## src/rtl/adc_idelay_cal.sv

```systemverilog
// IDELAY tap sweep for one deserialised ADC lane: scores every tap against a static test pattern,
// then loads the centre of the widest clean window. A full run takes 2**TAP_W*(SETTLE+DWELL+2)+2 cycles.
module adc_idelay_cal #(
  parameter int TAP_W   = 9,
  parameter int NSAMP   = 8,
  parameter int SMP_W   = 10,
  parameter int SETTLE  = 16,
  parameter int DWELL   = 256,
  parameter int MIN_WIN = 8
) (
  input  logic                   clk_div,
  input  logic                   rst,
  input  logic                   start,
  input  logic [NSAMP*SMP_W-1:0] data,
  input  logic [SMP_W-1:0]       pattern,
  input  logic [TAP_W-1:0]       cntvalue_out,
  output logic                   load,
  output logic [TAP_W-1:0]       cntvalue_in,
  output logic                   busy,
  output logic                   done,
  output logic                   fail,
  output logic [TAP_W-1:0]       best_tap,
  output logic [TAP_W:0]         win_len
);

  localparam int MAXC  = (SETTLE > DWELL) ? SETTLE : DWELL;
  localparam int CNT_W = $clog2(MAXC) + 1;
  localparam logic [TAP_W-1:0] TAP_MAX = {TAP_W{1'b1}};

  typedef enum logic [2:0] {
    S_IDLE, S_SET, S_SETTLE, S_CHECK, S_EVAL, S_FINAL, S_APPLY
  } state_t;

  state_t             state_q, state_d;
  logic [TAP_W-1:0]   tap_q, tap_d;
  logic [CNT_W-1:0]   cnt_q, cnt_d;
  logic               err_q, err_d;
  logic [TAP_W-1:0]   run_start_q, run_start_d;
  logic [TAP_W:0]     run_len_q, run_len_d;
  logic [TAP_W-1:0]   best_start_q, best_start_d;
  logic [TAP_W:0]     best_len_q, best_len_d;
  logic               load_q, load_d;
  logic [TAP_W-1:0]   cntin_q, cntin_d;
  logic               busy_q, busy_d;
  logic               done_q, done_d;
  logic               fail_q, fail_d;
  logic [TAP_W-1:0]   best_tap_q, best_tap_d;
  logic [TAP_W:0]     win_len_q, win_len_d;

  logic               mismatch;
  logic               run_better;
  logic [TAP_W-1:0]   fin_start;
  logic [TAP_W:0]     fin_len;
  logic [TAP_W:0]     fin_half;

  always_comb begin
    mismatch = 1'b0;
    for (int k = 0; k < NSAMP; k++) begin
      if (data[k*SMP_W +: SMP_W] != pattern) mismatch = 1'b1;
    end
  end

  // Strictly greater, so an equal-length later window never displaces an earlier one.
  assign run_better = (run_len_q > best_len_q);
  assign fin_start  = run_better ? run_start_q : best_start_q;
  assign fin_len    = run_better ? run_len_q   : best_len_q;
  assign fin_half   = (fin_len - (TAP_W+1)'(1)) >> 1;

  always_comb begin
    state_d      = state_q;
    tap_d        = tap_q;
    cnt_d        = cnt_q;
    err_d        = err_q;
    run_start_d  = run_start_q;
    run_len_d    = run_len_q;
    best_start_d = best_start_q;
    best_len_d   = best_len_q;
    load_d       = 1'b0;
    cntin_d      = cntin_q;
    busy_d       = busy_q;
    done_d       = done_q;
    fail_d       = fail_q;
    best_tap_d   = best_tap_q;
    win_len_d    = win_len_q;

    case (state_q)
      S_IDLE: begin
        if (start) begin
          state_d      = S_SET;
          tap_d        = '0;
          run_start_d  = '0;
          run_len_d    = '0;
          best_start_d = '0;
          best_len_d   = '0;
          done_d       = 1'b0;
          fail_d       = 1'b0;
          best_tap_d   = '0;
          win_len_d    = '0;
          busy_d       = 1'b1;
          load_d       = 1'b1;
          cntin_d      = '0;
        end
      end
      S_SET: begin
        state_d = S_SETTLE;
        cnt_d   = '0;
        err_d   = 1'b0;
      end
      S_SETTLE: begin
        if (cnt_q == CNT_W'(SETTLE - 1)) begin
          if (cntvalue_out != tap_q) err_d = 1'b1;
          state_d = S_CHECK;
          cnt_d   = '0;
        end else begin
          cnt_d = cnt_q + CNT_W'(1);
        end
      end
      S_CHECK: begin
        if (mismatch) err_d = 1'b1;
        if (cnt_q == CNT_W'(DWELL - 1)) begin
          state_d = S_EVAL;
          cnt_d   = '0;
        end else begin
          cnt_d = cnt_q + CNT_W'(1);
        end
      end
      S_EVAL: begin
        if (!err_q) begin
          if (run_len_q == '0) run_start_d = tap_q;
          run_len_d = run_len_q + (TAP_W+1)'(1);
        end else begin
          if (run_better) begin
            best_start_d = run_start_q;
            best_len_d   = run_len_q;
          end
          run_len_d = '0;
        end
        if (tap_q == TAP_MAX) begin
          state_d = S_FINAL;
        end else begin
          tap_d   = tap_q + TAP_W'(1);
          state_d = S_SET;
          load_d  = 1'b1;
          cntin_d = tap_q + TAP_W'(1);
        end
      end
      S_FINAL: begin
        best_start_d = fin_start;
        best_len_d   = fin_len;
        run_len_d    = '0;
        win_len_d    = fin_len;
        if (fin_len < (TAP_W+1)'(MIN_WIN)) begin
          fail_d     = 1'b1;
          best_tap_d = '0;
        end else begin
          best_tap_d = fin_start + fin_half[TAP_W-1:0];
        end
        cntin_d = best_tap_d;
        load_d  = 1'b1;
        state_d = S_APPLY;
      end
      S_APPLY: begin
        state_d = S_IDLE;
        done_d  = 1'b1;
        busy_d  = 1'b0;
      end
      default: state_d = S_IDLE;
    endcase
  end

  always_ff @(posedge clk_div or posedge rst) begin
    if (rst) begin
      state_q      <= S_IDLE;
      tap_q        <= '0;
      cnt_q        <= '0;
      err_q        <= 1'b0;
      run_start_q  <= '0;
      run_len_q    <= '0;
      best_start_q <= '0;
      best_len_q   <= '0;
      load_q       <= 1'b0;
      cntin_q      <= '0;
      busy_q       <= 1'b0;
      done_q       <= 1'b0;
      fail_q       <= 1'b0;
      best_tap_q   <= '0;
      win_len_q    <= '0;
    end else begin
      state_q      <= state_d;
      tap_q        <= tap_d;
      cnt_q        <= cnt_d;
      err_q        <= err_d;
      run_start_q  <= run_start_d;
      run_len_q    <= run_len_d;
      best_start_q <= best_start_d;
      best_len_q   <= best_len_d;
      load_q       <= load_d;
      cntin_q      <= cntin_d;
      busy_q       <= busy_d;
      done_q       <= done_d;
      fail_q       <= fail_d;
      best_tap_q   <= best_tap_d;
      win_len_q    <= win_len_d;
    end
  end

  assign load        = load_q;
  assign cntvalue_in = cntin_q;
  assign busy        = busy_q;
  assign done        = done_q;
  assign fail        = fail_q;
  assign best_tap    = best_tap_q;
  assign win_len     = win_len_q;

endmodule

```

## config.mk

```make
export PLATFORM = sky130hd
export DESIGN_NAME = adc_idelay_cal
export DESIGN_NICKNAME = d
export VERILOG_FILES = /design/src/rtl/adc_idelay_cal.sv
export SDC_FILE = /design/constraint.sdc
export NUM_CORES = 1
export LEC_CHECK = 0
export CORE_MARGIN = 2
export CORE_UTILIZATION = 51
export DETAILED_ROUTE_END_ITERATION = 8
export PLACE_DENSITY = 0.81
export SYNTH_ARGS = -nofsm -noshare
export SYNTH_HDL_FRONTEND = slang
export SYNTH_SLANG_ARGS = --single-unit
```

## constraint.sdc

```tcl
create_clock -name clk_div -period 10.6 [get_ports clk_div]
set_clock_uncertainty 0.05 [all_clocks]
set_input_delay 2.12 -clock clk_div [delete_from_list [all_inputs] [get_ports clk_div]]
set_output_delay 2.12 -clock clk_div [all_outputs]
set_load 0.005 [all_outputs]
```

==> qor.yml, run 1 <==
cts_setup_buffers: 0
start_util: 0.524
path_max_fanout: 20
nNetsFinal: 921
routed_via_density: 6.16
critPathRequiredTime_ns: 10.79
avgSynthCellArea_um2: 8.88
synth_edf_count: 0
hold_buffers: 0
yosysMostFrequentCell: "dfrtp_1"
grt_max_degree: 53
ys_seq_area_frac: 0.385
synthFlopType: "dfrtp_1"
worstSetupPathType: "reg2reg"
clock_sinks: 92
h-tree-depth: 3
synth_seq_cells: 92
synthArstFlopShare: 1.00
core_area_um2: 11400
post-route-period-util: 0.435
synth.distinct_cells: 66
grt_pass1_wl_um: 30100
maxSlewViolCount: 0
antenna_left: 0
rsz0062_at_grt: "no"
hpwlAfterDp_um: 13900
cts.reportedPaths.clkPinSlew_ns: 0.06
finalSetupViolations: 0
maxCapViolCount: 0
cts_tree: "built"
gp_congestion: 0.940
syn-instance-count: 674
synth_area_leaders: "dfrtp_1, ha_1, o21ai_0"
drive_above_1_share: 0.0590
power_mw: 0.783
status: "finished clean"
rr_worst_depth: 15
hp-class: "reg2reg"
insertion_delay_ns: 0.34
power_leakage_nw: 3.24
whs_path_depth: 2
antenna_found_initial: 0
slew_headroom: 0.454
yosysWarnings: 0
io_buffers: 133
hold_viol: 0
worst_setup_path_end_kind: "register"
ir_drop_mv: 0.0948
root_buffer: "clkbuf_16"
drt-initial-drc-count: 488
diodes: 0
vias: 5792
cts_resized: 0
yosys-top-cells-count: "dfrtp_1, nand2_1, o21ai_0"
tns_ns: 0
dr.pass1.iters: 6
routed_wl_um: 18300
worst_slew_pin_slew_ns: 0.816
power_density_nw_per_um2: 102
area_delta_synth_final_pct: 28.7
yosys.area.top_type_share: 0.385
synth_top_area_cell: "dfrtp_1"
wl_per_cell_um: 19.4
die_w_um: 112
cts_made_buffers: 9
synth_fp_nets: 802
die_h_um: 112
finalCriticalPeriod_ns: 4.61
grt_pass1_vias: 5876
rows: 39
worst_setup_path_start_kind: "register"
overflow: 0
clockBufferDepth: 2
die-area_um2: 12600
critPathArrivalTime_ns: 4.80
io-pin-count: 134
grtUsageTotal: 0.298
timing.fmax_mhz: 217
drc_errors: 0
synthesis.area_um2: 5980
-- registers in the layout, indices dropped and copies added (netlist names) --
| name | cells |
|---|---|
| best_tap | 9 |
| err_q | 1 |
| best_start_q | 9 |
| done | 1 |
| tap_q | 9 |
| run_len_q | 10 |
| win_len | 10 |
| state_q | 3 |
| cntvalue_in | 9 |
| busy | 1 |
| cnt_q | 9 |
| best_len_q | 10 |
| fail | 1 |
| run_start_q | 9 |
| load | 1 |
-- logic make-up after synthesis --
| kind of cell | Yosys count | synth area share |
|---|---|---|
| AND/OR/NAND/NOR | 260 | 0.232 |
| AO/OA/AOI/OAI | 176 | 0.192 |
| flip-flops | 92 | 0.385 |
| buffers and inverters | 60 | 0.0416 |
| XOR/XNOR | 42 | 0.0615 |
| adder cells (fa/ha/maj) | 26 | 0.0556 |
| multiplexers | 18 | 0.0320 |
-- worst max-delay path, stage by stage, from the launching register on --
cell and delay, ns:
dfrtp_1 0.60, ha_1 0.34, a21oi_2 0.15, o21ai_2 0.10, a2111o_1 0.53, nand2_1 0.65, mux2_2 0.42, ha_1 0.23
inv_1 0.08, fa_1 0.21, nor2b_1 0.07, o2111ai_1 0.23, nand3_1 0.17, and3_1 0.19, o21a_1 0.22, o311ai_2 0.27
-- through the flow --
stage | util | setup WS [ns] | hold WS, ns | instances | cell area, um^2
floorplan | - | 6.04 | 0.410 | 674 | 5980
global placement | 0.647 | 6.16 | 0.414 | 925 | 7380
detailed placement | 0.647 | 6.03 | 0.418 | 925 | 7380
CTS | 0.674 | 6.07 | 0.435 | 940 | 7700
global route | 0.674 | 5.80 | 0.454 | 940 | 7700
finish | 0.674 | 5.99 | 0.432 | 940 | 7700
-- layer usage --
metal | global-route usage | routed length, um | vias to the layer above
met3 | 0.0432 | 1050 | 33
met4 | 0.0911 | 358 | 0
met2 | 0.488 | 8880 | 222
met1 | 0.414 | 7980 | 2830
met5 | 0 | 0 | -
li1 | - | - | 2707
-- cells in the final DEF (no fill, tap or decap), drive strengths merged, types with 3 or more instances in the layout --
| cell | instances |
|---|---|
| clkbuf | 11 |
| and4 | 3 |
| mux2i | 9 |
| clkinv | 4 |
| ha | 25 |
| mux2 | 9 |
| a21oi | 46 |
| clkdlybuf4s50 | 133 |
| nor2b | 5 |
| o21a | 5 |
| a21o | 4 |
| nand4b | 3 |
| nand2b | 4 |
| nand4 | 22 |
| nor4 | 6 |
| a22o | 21 |
| inv | 31 |
| nor2 | 48 |
| o22a | 3 |
| or2 | 3 |
| xor2 | 14 |
| nand2 | 62 |
| a211oi | 4 |
| o21ai | 62 |
| a31oi | 5 |
| and3 | 14 |
| nand3 | 31 |
| or4 | 21 |
| nor3 | 25 |
| o31ai | 7 |
| dfrtp | 92 |
| or3 | 7 |
| xnor2 | 28 |
-- final cells by class --
type / instances / area, um^2
Fill cell: 940 / 3720
Inverter: 33 / 125
Sequential cell: 92 / 2300
Tap cell: 143 / 179
Multi-Input combinational cell: 522 / 3430
Clock buffer: 11 / 243
Clock inverter: 4 / 73.8
Timing Repair Buffer: 135 / 1350
-- where the power goes --
part	internal [mW]	total, mW	switching [mW]
sequential	0.354	0.357	0.00355
clock	0.212	0.349	0.137
combinational	0.0463	0.0768	0.0305
total	0.612	0.783	0.171
-- path summary, 6_finish.rpt --
path                         startpoint        endpoint  slack, ns
max                        run_len_q[3]  cntvalue_in[8]       5.99
min                         best_tap[6]     best_tap[6]       0.43
max reg2reg                run_len_q[3]  cntvalue_in[8]       5.99
min reg2reg                 best_tap[6]     best_tap[6]       0.43
max in group asynchronous           rst  run_start_q[0]       7.20
min in group asynchronous           rst      win_len[8]       2.15
Note: power is estimated with default switching activity, not from simulation.
==> inputs of run 2 (changes only) <==
- CORE_UTILIZATION: 51 -> 46
- PLACE_DENSITY: 0.81 -> 0.77
- clock period: 10.6 -> 4.2 ns (I/O delays scaled with it)
==> qor.yml, run 2 (same netlist as run 1, synthesis figures left out) <==
wl_met3_um: 908
crit_chain: "inv_1 > ha_1 > a21oi_2 > o21ai_2 > a2111o_1 > nand2_2 > buf_12 > mux2_2 > ha_1 > inv_1 > fa_1 > nor2b_1 > o2111ai_1 > nand3_1 > and3_1 > o21a_1 > o311ai_2"
post-route-period-util: 0.944
finalSetupViolations: 0
final_cell_mix: "clkdlybuf4s50_1, dfrtp_1, nand2_1"
gp_congestion: 0.974
start_util: 0.472
critPathArrivalTime_ns: 4.16
hp-class: "reg2reg"
dp_slack_ns: 0.236
grt_max_degree: 38
layout_commonest_cell: "clkdlybuf4s50_1"
vias: 5762
antenna_left: 0
hold_viol: 0
grt_pass1_wl_um: 29400
min_from: "best_tap[0]"
filler_cell_count: 1119
combPwrFrac: 0.100
power_density_nw_per_um2: 248
finalCriticalPeriod_ns: 3.96
routed_wl_um: 18300
p_clk_frac: 0.437
timing.fmax_mhz: 252
worst_setup_path_end_kind: "register"
crit_slowest_cell: "a2111o_1"
post-route-util: 0.619
maxSlewViolCount: 0
drt-initial-drc-count: 467
clockBufferDepth: 2
drc_errors: 0
die_h_um: 118
maxCapViolCount: 0
cts_setup_buffers: 0
dr.pass1.iters: 7
dr.max_layer_used: "met4"
grtUsageTotal: 0.264
slowest_delay_ns: 0.45
setup.worst_path.start: "best_len_q[5]"
core_area_um2: 12700
io-pin-count: 134
die_w_um: 118
insertion_delay_ns: 0.35
cts.reportedPaths.clkPinSlew_ns: 0.07
hold_buffers: 0
worstSetupPathType: "reg2reg"
wl_per_cell_um: 18.6
h-tree-depth: 3
rsz0062_at_grt: "no"
p_sw_frac: 0.237
overflow: 0
tns_ns: 0
dr_wl_met2_um: 8880
hpwlAfterDp_um: 14100
path_max_fanout: 17
cts_tree: "built"
cts_resized: 0
power_switching_mw: 0.461
critPathRequiredTime_ns: 4.39
drive_above_1_share: 0.0790
routed_via_density: 5.86
rows: 41
p_int_mw: 1.49
antenna_found_initial: 0
root_buffer: "clkbuf_16"
cts_made_buffers: 9
power_mw: 1.95
area_delta_synth_final_pct: 31.0
ir_drop_mv: 0.202
clock_sinks: 92
reg2reg_from: "best_len_q[5]"
p_seq_frac: 0.463
status: "finished clean"
worst_slew_pin_slew_ns: 0.797
slew_headroom: 0.469
grt_pass1_vias: 5698
setup_slack_ns: 0.237
io_buffers: 133
power_leakage_nw: 3.30
worst_setup_path_start_kind: "register"
nNetsFinal: 933
die-area_um2: 13900
m1WireLength_um: 8140
## run 2: metal layers
layer	up-vias	global-route usage
li1	2750	-
met1	2820	0.350
met2	160	0.431
met4	0	0.0768
met3	32	0.0601
met5	-	0
## run 2: path summary, 6_finish.rpt
| path | depth (start not counted) | endpoint | slack, ns |
|---|---|---|---|
| worst max-delay path | 17 | cntvalue_in[8] | 0.24 |
| worst min-delay path | 2 | best_tap[0] | 0.43 |
| worst max register to register | 17 | cntvalue_in[8] | 0.24 |
| worst min register to register | 2 | best_tap[0] | 0.43 |
| max in group asynchronous | 3 | best_len_q[1] | 2.50 |
| min in group asynchronous | 2 | busy | 0.76 |
## run 2: cell type report
| type | count | area [um^2] | share of cell area |
|---|---|---|---|
| Sequential cell | 92 | 2310 | 0.294 |
| Antenna cell | 1 | 2.50 | 0.000319 |
| Timing Repair Buffer | 147 | 1450 | 0.185 |
| Clock inverter | 6 | 78.8 | 0.0101 |
| Inverter | 33 | 125 | 0.0160 |
| Tap cell | 172 | 215 | 0.0274 |
| Multi-Input combinational cell | 522 | 3430 | 0.438 |
| Clock buffer | 10 | 229 | 0.0292 |
## run 2: metrics by stage
stage | instance area (um^2) | std cells | hold slack (ns)
finish | 7840 | 983 | 0.432
global route | 7840 | 982 | 0.464
CTS | 7830 | 982 | 0.437
detailed placement | 7520 | 966 | 0.422
global placement | 7520 | 966 | 0.409
floorplan | 5980 | 674 | 0.410
## run 2: power groups by stage
stage | registers (mW) | clock network [mW] | logic (mW)
2_1_floorplan | 0.914 | 0 | 0.0630
3_3_place_gp | 0.917 | 0 | 0.190
3_5_place_dp | 0.918 | 0 | 0.194
4_1_cts | 0.901 | 0.864 | 0.196
5_1_grt | 0.902 | 0.893 | 0.212
6_report | 0.901 | 0.851 | 0.195
## run 2: worst max-delay path, delay by kind of cell, from the launching register on
family / cells / cell delay (ns)
compound gates: 6 / 1.38
fa+ha+maj: 3 / 0.76
buf+inv: 3 / 0.33
flops: 1 / 0.40
mux: 1 / 0.34
simple gates: 4 / 0.60
==> inputs of run 3 (changes only) <==
- CORE_ASPECT_RATIO: default -> 0.6
==> qor.yml, run 3 (same netlist as run 1, synthesis figures left out) <==
holdWs_ns: 0.433
grt_use_met1: 0.455
crit_slowest_cell: "dfrtp_1"
min_from: "win_len[8]"
grt_pass1_wl_um: 30900
dp_slack_ns: 0.340
hold_viol: 0
antenna_left: 0
vias: 5851
gp_congestion: 0.975
tns_ns: 0
rsz0062_at_grt: "no"
slew_headroom: 0.405
hpwlAfterDp_um: 15000
cts_made_buffers: 9
root_buffer: "clkbuf_16"
rrSetupSlack_ns: 0.27
insertion_delay_ns: 0.35
final_cells: 979
dr.pass1.iters: 5
power_leakage_nw: 3.29
path_buf_inv: 2
io-pin-count: 134
placed_area_um2: 7510
rows: 32
io_buffers: 133
grtUsageTotal: 0.287
drive_above_1_share: 0.0779
worstSetupPathType: "reg2reg"
slowest_delay_ns: 0.47
die_w_um: 151
reg2reg_from: "best_len_q[8]"
wl_per_cell_um: 19.9
cts.reportedPaths.clkPinSlew_ns: 0.07
critPathArrivalTime_ns: 4.11
finalSetupViolations: 0
crit_chain: "inv_1 > ha_1 > nand4_1 > nor2_1 > and3_1 > nor2_4 > buf_4 > a21oi_1 > ha_1 > o21ai_0 > o21bai_1 > a2111oi_0 > or3_1 > xor2_1 > o21ai_0"
final_cell_mix: "clkdlybuf4s50_1, dfrtp_1, nand2_1"
layout_commonest_cell: "clkdlybuf4s50_1"
clock_sinks: 92
whs_path_depth: 2
clockBufferDepth: 2
busiest_layer: "met1"
cp.depth: 15
power_mw: 1.92
hp-class: "reg2reg"
worst_r2r_endpoint: "best_tap[7]"
post-route-period-util: 0.936
rr_worst_depth: 15
grt_max_degree: 40
overflow: 0
die-area_um2: 14000
finalCriticalPeriod_ns: 3.93
hold_buffers: 0
maxCapViolCount: 0
use_met2: 0.398
worst_setup_path_end_kind: "register"
drc_errors: 0
worst_slew_pin_slew_ns: 0.892
nNetsFinal: 932
placed_cells: 963
antenna_found_initial: 0
start_util: 0.468
ir_drop_mv: 0.189
maxSlewViolCount: 0
core_area_um2: 12800
h-tree-depth: 3
post-route-util: 0.613
min_to: "win_len[8]"
power_density_nw_per_um2: 246
status: "finished clean"
postLayoutCellArea_um2: 7830
cts_setup_buffers: 0
path_max_fanout: 11
grt.met3_usage: 0.0749
timing.fmax_mhz: 254
routed_wl_um: 19500
die_h_um: 92.3
cts_resized: 0
critPathRequiredTime_ns: 4.38
cts_tree: "built"
area_delta_synth_final_pct: 30.8
setup_slack_ns: 0.269
drt-initial-drc-count: 373
grt_pass1_vias: 5510
diodes: 0
crit_family: "compound AO/OA/AOI/OAI gates"
worst_setup_path_start_kind: "register"
routed_via_density: 5.98
## run 3: changes by cell type in the layout (fill, tap and decap cells not counted), sizes merged
cell,delta
clkinv,+2
buf,-1
bufinv,-1
clkbuf,-1
diode,-1
## run 3: power breakdown
| group | internal, mW | switching [mW] |
|---|---|---|
| registers | 0.892 | 0.0106 |
| clock network | 0.422 | 0.400 |
| logic | 0.118 | 0.0802 |
## run 3: final cells by class
| class | count | area (um^2) |
|---|---|---|
| inverter | 33 | 125 |
| clock inverter | 7 | 73.8 |
| multi-input combinational | 522 | 3440 |
| fill | 1048 | 4950 |
| timing repair buffer | 146 | 1440 |
| tap | 170 | 213 |
| clock buffer | 9 | 225 |
| sequential | 92 | 2300 |
## run 3: routing by layer
layer  routed length [um]  vias to the layer above
li1                     -                     2739
met1                 9240                     2853
met2                 8310                      242
met3                 1800                       17
met4                  122                        0
met5                    0                        -
## run 3: how the worst max path moves through the flow
stage	start	endpoint	slack (ns)
5_1_grt	run_len_q[7]	best_tap[7]	0.02
3_5_place_dp	best_len_q[8]	best_tap[7]	0.34
3_3_place_gp	best_len_q[3]	cntvalue_in[8]	0.41
4_1_cts	run_len_q[0]	best_tap[7]	0.30
6_report	best_len_q[8]	best_tap[7]	0.27
2_1_floorplan	best_len_q[1]	cntvalue_in[8]	0.45
## run 3: tightest hold or removal path, stage by stage (launching register included)
cell	delay, ns
dfrtp_1	0.34
nand2_1	0.05
o21ai_0	0.06
